`src/rtl/spi_master_fifo.sv`:
```
// spi_master_fifo: master-only SPI engine with TX/RX FIFOs, burst transfers and multiple slave selects
//   clk, rst (sync, active low); spe core enable; cpol/cpha/lsbfe/spr/ss_sel transfer setup
//   tx_data/tx_valid/tx_ready TX FIFO push; rx_data/rx_valid/rx_ready RX FIFO pop (first-word-fall-through)
//   busy, spif (frame done pulse), rx_ovf (sticky); sck/mosi/miso/ss_n serial port
module spi_master_fifo #(
  parameter int DATA_WIDTH = 8,
  parameter int FIFO_DEPTH = 4,
  parameter int NUM_SS = 4,
  parameter int PrescalarWidth = 3,
  localparam int SW = NUM_SS > 1 ? $clog2(NUM_SS) : 1
) (
  input  logic                      clk,
  input  logic                      rst,
  input  logic                      spe,
  input  logic                      cpol,
  input  logic                      cpha,
  input  logic                      lsbfe,
  input  logic [PrescalarWidth-1:0] spr,
  input  logic [SW-1:0]             ss_sel,
  input  logic [DATA_WIDTH-1:0]     tx_data,
  input  logic                      tx_valid,
  output logic                      tx_ready,
  output logic [DATA_WIDTH-1:0]     rx_data,
  output logic                      rx_valid,
  input  logic                      rx_ready,
  output logic                      busy,
  output logic                      spif,
  output logic                      rx_ovf,
  output logic                      sck,
  output logic                      mosi,
  input  logic                      miso,
  output logic [NUM_SS-1:0]         ss_n
);
  localparam int AW = $clog2(FIFO_DEPTH);
  localparam int CW = (1 << PrescalarWidth) - 1;
  localparam int EW = $clog2(2 * DATA_WIDTH);
  localparam logic [EW-1:0] LAST = EW'(2 * DATA_WIDTH - 1);
  typedef enum logic [2:0] {IDLE, SETUP, XFER, GAP, HOLD} state_t;
  state_t state;
  logic [DATA_WIDTH-1:0] tx_mem [FIFO_DEPTH];
  logic [DATA_WIDTH-1:0] rx_mem [FIFO_DEPTH];
  logic [AW:0] tx_wp, tx_rp, rx_wp, rx_rp;
  logic [DATA_WIDTH-1:0] tx_sr, rx_sr, rx_nx, rx_word, head;
  logic [CW:0] hp, hp_term;
  logic [EW-1:0] ec;
  logic [NUM_SS-1:0] ss_dec;
  logic [PrescalarWidth-1:0] spr_q;
  logic cpol_q, cpha_q, lsbfe_q, go, tx_empty, tx_full, rx_full;
  logic tick, start, load, lead, last, sample, shift, done, tx_push, rx_push, rx_pop, lsb_e, cpha_e;

  function automatic logic first_bit(input logic [DATA_WIDTH-1:0] d, input logic l);
    return l ? d[0] : d[DATA_WIDTH-1];
  endfunction

  function automatic logic [DATA_WIDTH-1:0] shifted(input logic [DATA_WIDTH-1:0] d, input logic l);
    return l ? d >> 1 : d << 1;
  endfunction

  assign tx_empty = tx_wp == tx_rp;
  assign tx_full  = tx_wp == {~tx_rp[AW], tx_rp[AW-1:0]};
  assign rx_full  = rx_wp == {~rx_rp[AW], rx_rp[AW-1:0]};
  assign tx_ready = !tx_full;
  assign rx_valid = rx_wp != rx_rp;
  assign rx_data  = rx_valid ? rx_mem[rx_rp[AW-1:0]] : '0;
  assign tx_push  = tx_valid && tx_ready;
  assign rx_pop   = rx_valid && rx_ready;
  assign busy     = state != IDLE;
  assign hp_term  = ((CW + 1)'(1) << spr_q) - (CW + 1)'(1);
  assign tick     = hp == hp_term;
  // go adds one cycle of arming in IDLE so the first SETUP follows a push by two edges
  assign start    = state == IDLE && go && spe && !tx_empty;
  assign load     = start || (state == GAP && spe && tick && !tx_empty);
  assign lead     = !ec[0];
  assign last     = ec == LAST;
  assign sample   = cpha_q ? !lead : lead;
  assign shift    = cpha_q ? lead : !lead && !last;
  assign done     = state == XFER && spe && tick && last;
  assign rx_push  = done && (!rx_full || rx_pop);
  // setup fields are latched on the same edge as the first load, so use the live inputs then
  assign lsb_e    = state == IDLE ? lsbfe : lsbfe_q;
  assign cpha_e   = state == IDLE ? cpha : cpha_q;
  assign head     = tx_mem[tx_rp[AW-1:0]];
  assign rx_nx    = lsbfe_q ? {miso, rx_sr[DATA_WIDTH-1:1]} : {rx_sr[DATA_WIDTH-2:0], miso};
  // with cpha=1 the final edge is also a sample edge, so the last bit bypasses the shifter
  assign rx_word  = sample ? rx_nx : rx_sr;

  always_comb begin
    ss_dec = '0;
    for (int i = 0; i < NUM_SS; i++) ss_dec[i] = ss_sel == SW'(i);
  end

  always_ff @(posedge clk) begin
    if (tx_push) tx_mem[tx_wp[AW-1:0]] <= tx_data;
    if (rx_push) rx_mem[rx_wp[AW-1:0]] <= rx_word;
    if (!rst) begin
      tx_wp <= '0;
      tx_rp <= '0;
      rx_wp <= '0;
      rx_rp <= '0;
    end else begin
      tx_wp <= tx_wp + (AW + 1)'(tx_push);
      tx_rp <= tx_rp + (AW + 1)'(load);
      rx_wp <= rx_wp + (AW + 1)'(rx_push);
      rx_rp <= rx_rp + (AW + 1)'(rx_pop);
    end
  end

  always_ff @(posedge clk) begin
    spif <= 1'b0;
    if (!rst) begin
      state  <= IDLE;
      go     <= 1'b0;
      sck    <= cpol;
      mosi   <= 1'b0;
      ss_n   <= '1;
      rx_ovf <= 1'b0;
      hp     <= '0;
      ec     <= '0;
    end else begin
      rx_ovf <= spe && (rx_ovf || (done && rx_full && !rx_pop));
      hp     <= (state == IDLE || tick) ? '0 : hp + 1'b1;
      if (busy && !spe) begin
        state <= IDLE;
        sck   <= cpol_q;
        ss_n  <= '1;
        ec    <= '0;
      end else begin
        case (state)
          IDLE: begin
            sck <= cpol;
            go  <= spe && !tx_empty && !go;
            if (start) begin
              state   <= SETUP;
              cpol_q  <= cpol;
              cpha_q  <= cpha;
              lsbfe_q <= lsbfe;
              spr_q   <= spr;
              ss_n    <= ~ss_dec;
            end
          end
          SETUP: if (tick) state <= XFER;
          XFER: if (tick) begin
            sck <= ~sck;
            ec  <= ec + 1'b1;
            if (sample) rx_sr <= rx_nx;
            if (shift) begin
              mosi  <= first_bit(tx_sr, lsbfe_q);
              tx_sr <= shifted(tx_sr, lsbfe_q);
            end
            if (last) begin
              state <= GAP;
              spif  <= 1'b1;
              ec    <= '0;
            end
          end
          GAP: if (tick) state <= tx_empty ? HOLD : XFER;
          HOLD: if (tick) begin
            state <= IDLE;
            ss_n  <= '1;
          end
          default: state <= IDLE;
        endcase
        if (load) begin
          if (cpha_e) tx_sr <= head;
          else begin
            mosi  <= first_bit(head, lsb_e);
            tx_sr <= shifted(head, lsb_e);
          end
        end
      end
    end
  end
endmodule

```
`config.mk`:
```
export PLATFORM = sky130hd
export DESIGN_NAME = spi_master_fifo
export DESIGN_NICKNAME = d
export VERILOG_FILES = /design/src/rtl/spi_master_fifo.sv
export SDC_FILE = /design/constraint.sdc
export NUM_CORES = 1
export LEC_CHECK = 0
export BUFFER_PORTS_ARGS = -buffer_cell sky130_fd_sc_hd__buf_2
export CORE_MARGIN = 1.5
export CORE_UTILIZATION = 55
export CTS_BUF_LIST = sky130_fd_sc_hd__clkbuf_4 sky130_fd_sc_hd__clkbuf_8
export DETAILED_ROUTE_END_ITERATION = 7
export PLACE_DENSITY = 0.79
export SETUP_SLACK_MARGIN = 0.5
export SYNTH_ARGS = -nofsm -noshare
export SYNTH_HDL_FRONTEND = slang
export SYNTH_SLANG_ARGS = --single-unit
export TNS_END_PERCENT = 1
```
`constraint.sdc`:
```
create_clock -name clk -period 4.3 [get_ports clk]
set_clock_uncertainty 0.15 [all_clocks]
set_input_delay 0.215 -clock clk [delete_from_list [all_inputs] [get_ports clk]]
set_output_delay 0.215 -clock clk [all_outputs]
set_load 0.03 [all_outputs]
```
## Word level (Yosys, flattened, before mapping)

Memory sizes are Yosys's and may differ from the RTL's. A register that Yosys moved wholly into a read port is not among the register bits.
Index checks and enable logic that the tools add are counted.

| storage, ports and cells | value |
|---|---|
| memory bits (writable) | 64 |
| bits in registers | 58 |
| memories kept | 2 |
| output and inout bits | 19 |

Memories:

| memory | words | width | read ports | clocked after Yosys merged registers in | wr ports | line | text |
|---|---|---|---|---|---|---|---|
| rx_mem | 4 | 8 | 1 | 1 | 1 | 41 | `logic [DATA_WIDTH-1:0] rx_mem [FIFO_DEPTH];` |
| tx_mem | 4 | 8 | 1 | 1 | 1 | 40 | `logic [DATA_WIDTH-1:0] tx_mem [FIFO_DEPTH];` |

| cells by class | value |
|---|---|
| equal/unequal tests | 21 |
| bitwise gates (word level) | 8 |
| $add $sub $neg | 7 |
| shift-type cells | 1 |
| reduce and logical (&&, ||, !) cells | 49 |
| multiplexer cells | 44 |

Operators with widths:

| cell | count |
|---|---|
| 8-bit 2-to-1 mux | 10 |
| 3-bit 2-to-1 mux | 7 |
| 1-bit logical AND | 19 |
| 1-bit 2-to-1 mux | 19 |
| 3-bit one-hot mux with 5 select lines | 1 |
| 3-bit by 1-bit adder with 3-bit output | 4 |
| 4-bit 2-to-1 mux | 3 |
| 2-bit != test (second input constant) | 6 |
| 3-bit equality test | 3 |
| 8-bit by 1-bit adder with 8-bit output (second input constant) | 1 |
| 8-bit equality test | 1 |
| 1-bit zero test | 8 |
| 4-bit one-hot mux with 2 select lines | 1 |
| 4-bit AND reduction | 2 |
| 2-bit nonzero test | 4 |
| 1-bit by 3-bit left shift with 8-bit output (first input constant) | 1 |
| 8-bit by 2-bit subtractor with 8-bit output (second input constant) | 1 |
| 1-bit NOT | 7 |
| 3-bit by 2-bit equality test with 1-bit output (second input constant) | 2 |
| 2-bit AND reduction | 3 |
| 6-bit AND reduction | 1 |
| 5-bit AND reduction | 1 |
| 4-bit by 1-bit adder with 4-bit output (second input constant) | 1 |
| 2-bit equality test (second input constant) | 2 |
| 17 further kinds | 22 |

## Longest topological paths before layout

| depth | value |
|---|---|
| depth in word-level cells | 9 |
| gate-level depth with buffers | 16 |
| depth with buffers taken out | 14 |

## Least setup slack after synthesis

OpenSTA, ideal clock, no wires.

| timing | value |
|---|---|
| path kind | register to register |
| start point | reg spr_q[2] |
| end point | mem rx_mem[2][0] (enable) |
| slack | 131 ps |
| arrival time | 3,633 ps |
| cell stages (with the launch flop) | 11 |
| period minus slack after synthesis | 4,169 ps |
| data required time | 3,765 ps |
| buffers on the path | 2 |
| cell sequence | edfxtp_1 buf_2 or3_1 ha_1 buf_6 xor2_1 or4b_4 a2111oi_4 nand4_1 or3_4 nor3b_1 |

| between the ends | value |
|---|---|
| cells in the longest elaborated chain, start to end | 8 |

Ends and longest elaborated chain:

| what | line | text |
|---|---|---|
| from (decl) | 47 | `logic [PrescalarWidth-1:0] spr_q;` |
| from (signal assigned) | 137 | `spr_q <= spr;` |
| 1-bit by 3-bit left shift with 8-bit output | 68 | `assign hp_term = ((CW + 1)'(1) << spr_q) - (CW + 1)'(1);` |
| 8-bit by 2-bit subtractor with 8-bit output | 68 |  |
| 8-bit equality test | 69 | `assign tick = hp == hp_term;` |
| 1-bit logical AND (2 in a row) | 77 | `assign done = state == XFER && spe && tick && last;` |
| 1-bit logical AND | 78 | `assign rx_push = done && (!rx_full \|\| rx_pop);` |
| 1-bit 2-to-1 mux | 94 | `if (rx_push) rx_mem[rx_wp[AW-1:0]] <= rx_word;` |
| 1-bit 2-to-1 mux (implied by the code) | 94 |  |
| to (decl) | 41 |  |

Every way passes these cells.

## Final worst setup path

| timing | value |
|---|---|
| start point | reg spr_q[2] |
| end point | reg ss_n[2] |

| between the ends | value |
|---|---|
| cells in the longest elaborated chain, start to end | 5 |

Ends and longest elaborated chain:

| what | line | text |
|---|---|---|
| 1-bit by 3-bit left shift with 8-bit output | 68 |  |
| 8-bit by 2-bit subtractor with 8-bit output | 68 |  |
| 8-bit equality test | 69 |  |
| 2-bit != test (no source line) | -- |  |
| 3-bit AND reduction (no source line) | -- |  |
| to (signal assigned) | 138 | `ss_n <= ~ss_dec;` |
| to (decl) | 32 | `output logic [NUM_SS-1:0] ss_n` |

Every way passes these cells.
A chain may end at the register's enable or synchronous reset.

==> impl_metrics.tcl <==
set metrics [dict create \
    tns_ns 0 \
    stdcell_area_um2 6530 \
    place_area_um2 5880 \
    via_count 3637 \
    antenna_cells 0 \
    post_drt_wl_per_cell_um 16.6 \
    die_width_um 103 \
    crit_fanout 9 \
    finalCritPeriodShare 0.857 \
    clk_pin_slew_ns 0.08 \
    numCtsBuffers 17 \
    areaGrowthSynthToFinish_pct 17.8 \
    start_kind "register" \
    drv_cap 0 \
    grt_pass1_wl_um 17700 \
    synth_seq_area_share 0.597 \
    route.detailed.drc 0 \
    synthDistinctLibCells 50 \
    dp.cells 583 \
    hp-class "input pin to register" \
    powerDensity_nw_per_um2 366 \
    grt_pass1_vias 3681 \
    setup_violations 0 \
    grt_start_max_net_pins 22 \
    final_antenna_net_count 0 \
    synth-xor-area-share 0.0332 \
    ys_top_cells_by_area "edfxtp_1 (47%), dfxtp_1 (13%), mux4_2 (6.5%)" \
    yosysWarningCount 0 \
    hpwl_um 6880 \
    netlist.area_leader.share 0.471 \
    gp_congestion 0.803 \
    p_leak_nw 2.48 \
    synthAdderAreaFrac 0.0248 \
    fin_hold_ws_ns 0.0519 \
    drv_slew 0 \
    status "completed" \
    rsz0062_at_grt "false" \
    muxShareOfSynthArea 0.116 \
    yosysMostFrequentCell "edfxtp_1" \
    synth_compound_area_frac 0.0661 \
    dieHeight_um 103 \
    wl_um 10700 \
    clock_sinks 122 \
    grt_antenna_before_repair 0 \
    synth_top_family_by_area "simple AND/OR/NAND/NOR gates" \
    endpoint_kind "register" \
    grt_use_total 0.223 \
    worst_slew_pin_slew_ns 1.16 \
    total_power_mw 2.39 \
    netlist_area_um2 5550 \
    clockRootBuffer "clkbuf_8" \
    core_area_um2 9770 \
    worstPathArrival_ns 3.91 \
    clock_latency_ns 0.44 \
    ys.flop_type "edfxtp_1" \
    max_freq_mhz 271 \
    avgSynthCellArea_um2 13.0 \
    io_buffers 40 \
    syn_inst 426 \
    cts_tree "done" \
    synth.cells.most_frequent "edfxtp_1 (87), dfxtp_1 (35), nand2_1 (27)" \
    fin_cells 643 \
    die-area_um2 10700 \
    syn_nets 459 \
    slowest_delay_ns 0.57 \
    synthArstFlopShare 0 \
    ctsLongestPathBuffers 2 \
    rows 36 \
    min_period_ns 3.68 \
    drive_gt1_frac 0.233 \
    crit_type "register to register" \
    viasPerCell 5.66 \
    synth_seq_cells 122 \
    finalHoldViolCount 0 \
    start_util 0.567 \
    crit_path_cell_trace "or3_1 > ha_2 > xor2_1 > or4b_4 > a2111oi_4 > and3_2 > a31o_2 > o22ai_1 > dlygate4sd3_1 > nand2_1" \
    worst_ep_required_time_ns 4.53 \
    relSlewSlack 0.217 \
    synth_edf_count 87 \
    nNetsFinal 530 \
    drt_iter0_markers 161 \
    overflow 0 \
    synth_simple_gate_area_frac 0.139 \
    synth_top_area_cell "edfxtp_1" \
    first_pass_iters 4 \
    cp_slowest_cell "dlygate4sd3_1" \
    peakVddDrop_uv 296 \
    htreeDepth 4 \
    ios 41 \
]
-- sequential cells by signal, indices dropped and copies added, names as in the netlist, 3 cells and up --
signal,cells
ec,4
ss_n,4
hp,8
tx_rp,3
tx_wp,3
rx_mem,32
tx_mem,32
spr_q,3
state,3
rx_sr,8
tx_sr,8
rx_wp,3
rx_rp,3
-- metal layers --
layer / wire length [µm] / GRT usage / vias up / share of wire
met1: 4490 / 0.260 / 1787 / 0.42
li1: - / - / 1738 / -
met3: 472 / 0.0652 / 22 / 0.044
met4: 238 / 0.0988 / 0 / 0.022
met5: 0 / 0 / - / 0
met2: 5470 / 0.383 / 90 / 0.51
-- timing repair --
action                     in CTS  in global routing
pin swaps                       2                  3
setup endpoints to repair      35                 35
hold endpoints to repair       43                  0
resized for setup               2                  1
buffers inserted                7                  3
hold buffers                   18                  0
-- stage by stage --
step,util,setup WS [ns]
after CTS,0.666,0.524
after global placement,0.602,0.334
after detailed placement,0.602,0.187
after floorplan,-,0.405
final,0.668,0.617
after global routing,0.668,0.513
-- power breakdown --
part | total, mW | switching [mW] | internal (mW)
sequential | 1.28 | 0.0102 | 1.27
clock | 0.998 | 0.518 | 0.480
combinational | 0.109 | 0.0614 | 0.0477
total | 2.39 | 0.590 | 1.80
-- cells by family after synthesis --
kind of cell               after synthesis
and+or+nand+nor                        140
DFF                                    122
muxes                                   44
AOI/OAI and AO/OA                       57
buffers and inverters                   31
xor gates and xnor gates                21
adders and majority gates               11
-- area by class of cell --
cell class              count  area, µm²
inverters                   9       33.8
repair buffers             74        500
multi-input cells         273       2130
fillers                   687       3240
clock buffers              17        234
well taps                 133        166
clock inverters            15        155
flip-flops and latches    122       3310
-- worst max-delay path: cells and delay by family (launching register included) --
family                     cells  cell delay (ns)
DFF                            1             0.45
and+or+nand+nor                4             1.36
adders and majority gates      1             0.26
xor gates and xnor gates       1             0.18
buffers and inverters          1             0.57
AOI/OAI and AO/OA              3             0.68
-- cell usage in the layout, fill, tap and decap left out, types with 3 or more instances in the layout --
| cell | instances |
|---|---|
| nand2_1 | 27 |
| inv_1 | 7 |
| xor2_1 | 15 |
| nor2b_1 | 12 |
| a21oi_1 | 14 |
| buf_4 | 16 |
| dlygate4sd3_1 | 18 |
| and2_1 | 15 |
| nand4_1 | 5 |
| ha_1 | 10 |
| nor2_1 | 26 |
| and3_1 | 8 |
| mux4_2 | 16 |
| buf_2 | 40 |
| or3_1 | 4 |
| dfxtp_1 | 35 |
| a31oi_1 | 4 |
| inv_6 | 6 |
| nand3_1 | 12 |
| mux2i_1 | 26 |
| xnor2_1 | 6 |
| inv_8 | 3 |
| edfxtp_1 | 87 |
| clkinv_4 | 3 |
| nand3b_1 | 5 |
| o21ai_0 | 20 |
| a211oi_1 | 6 |
| nand2b_1 | 3 |
| nor3_1 | 8 |
| clkbuf_8 | 17 |
-- final timing paths --
| kind | startpoint | cells after the start | end | slack [ns] |
|---|---|---|---|---|
| min reg2reg | ss_n[0] | 2 | ss_n[0] | 0.34 |
| max reg2reg | spr_q[2] | 10 | ss_n[2] | 0.62 |
| max | spr_q[2] | 10 | ss_n[2] | 0.62 |
| min | rst | 2 | rx_ovf | 0.05 |
No activity file was read; power rests on OpenSTA's default activity.
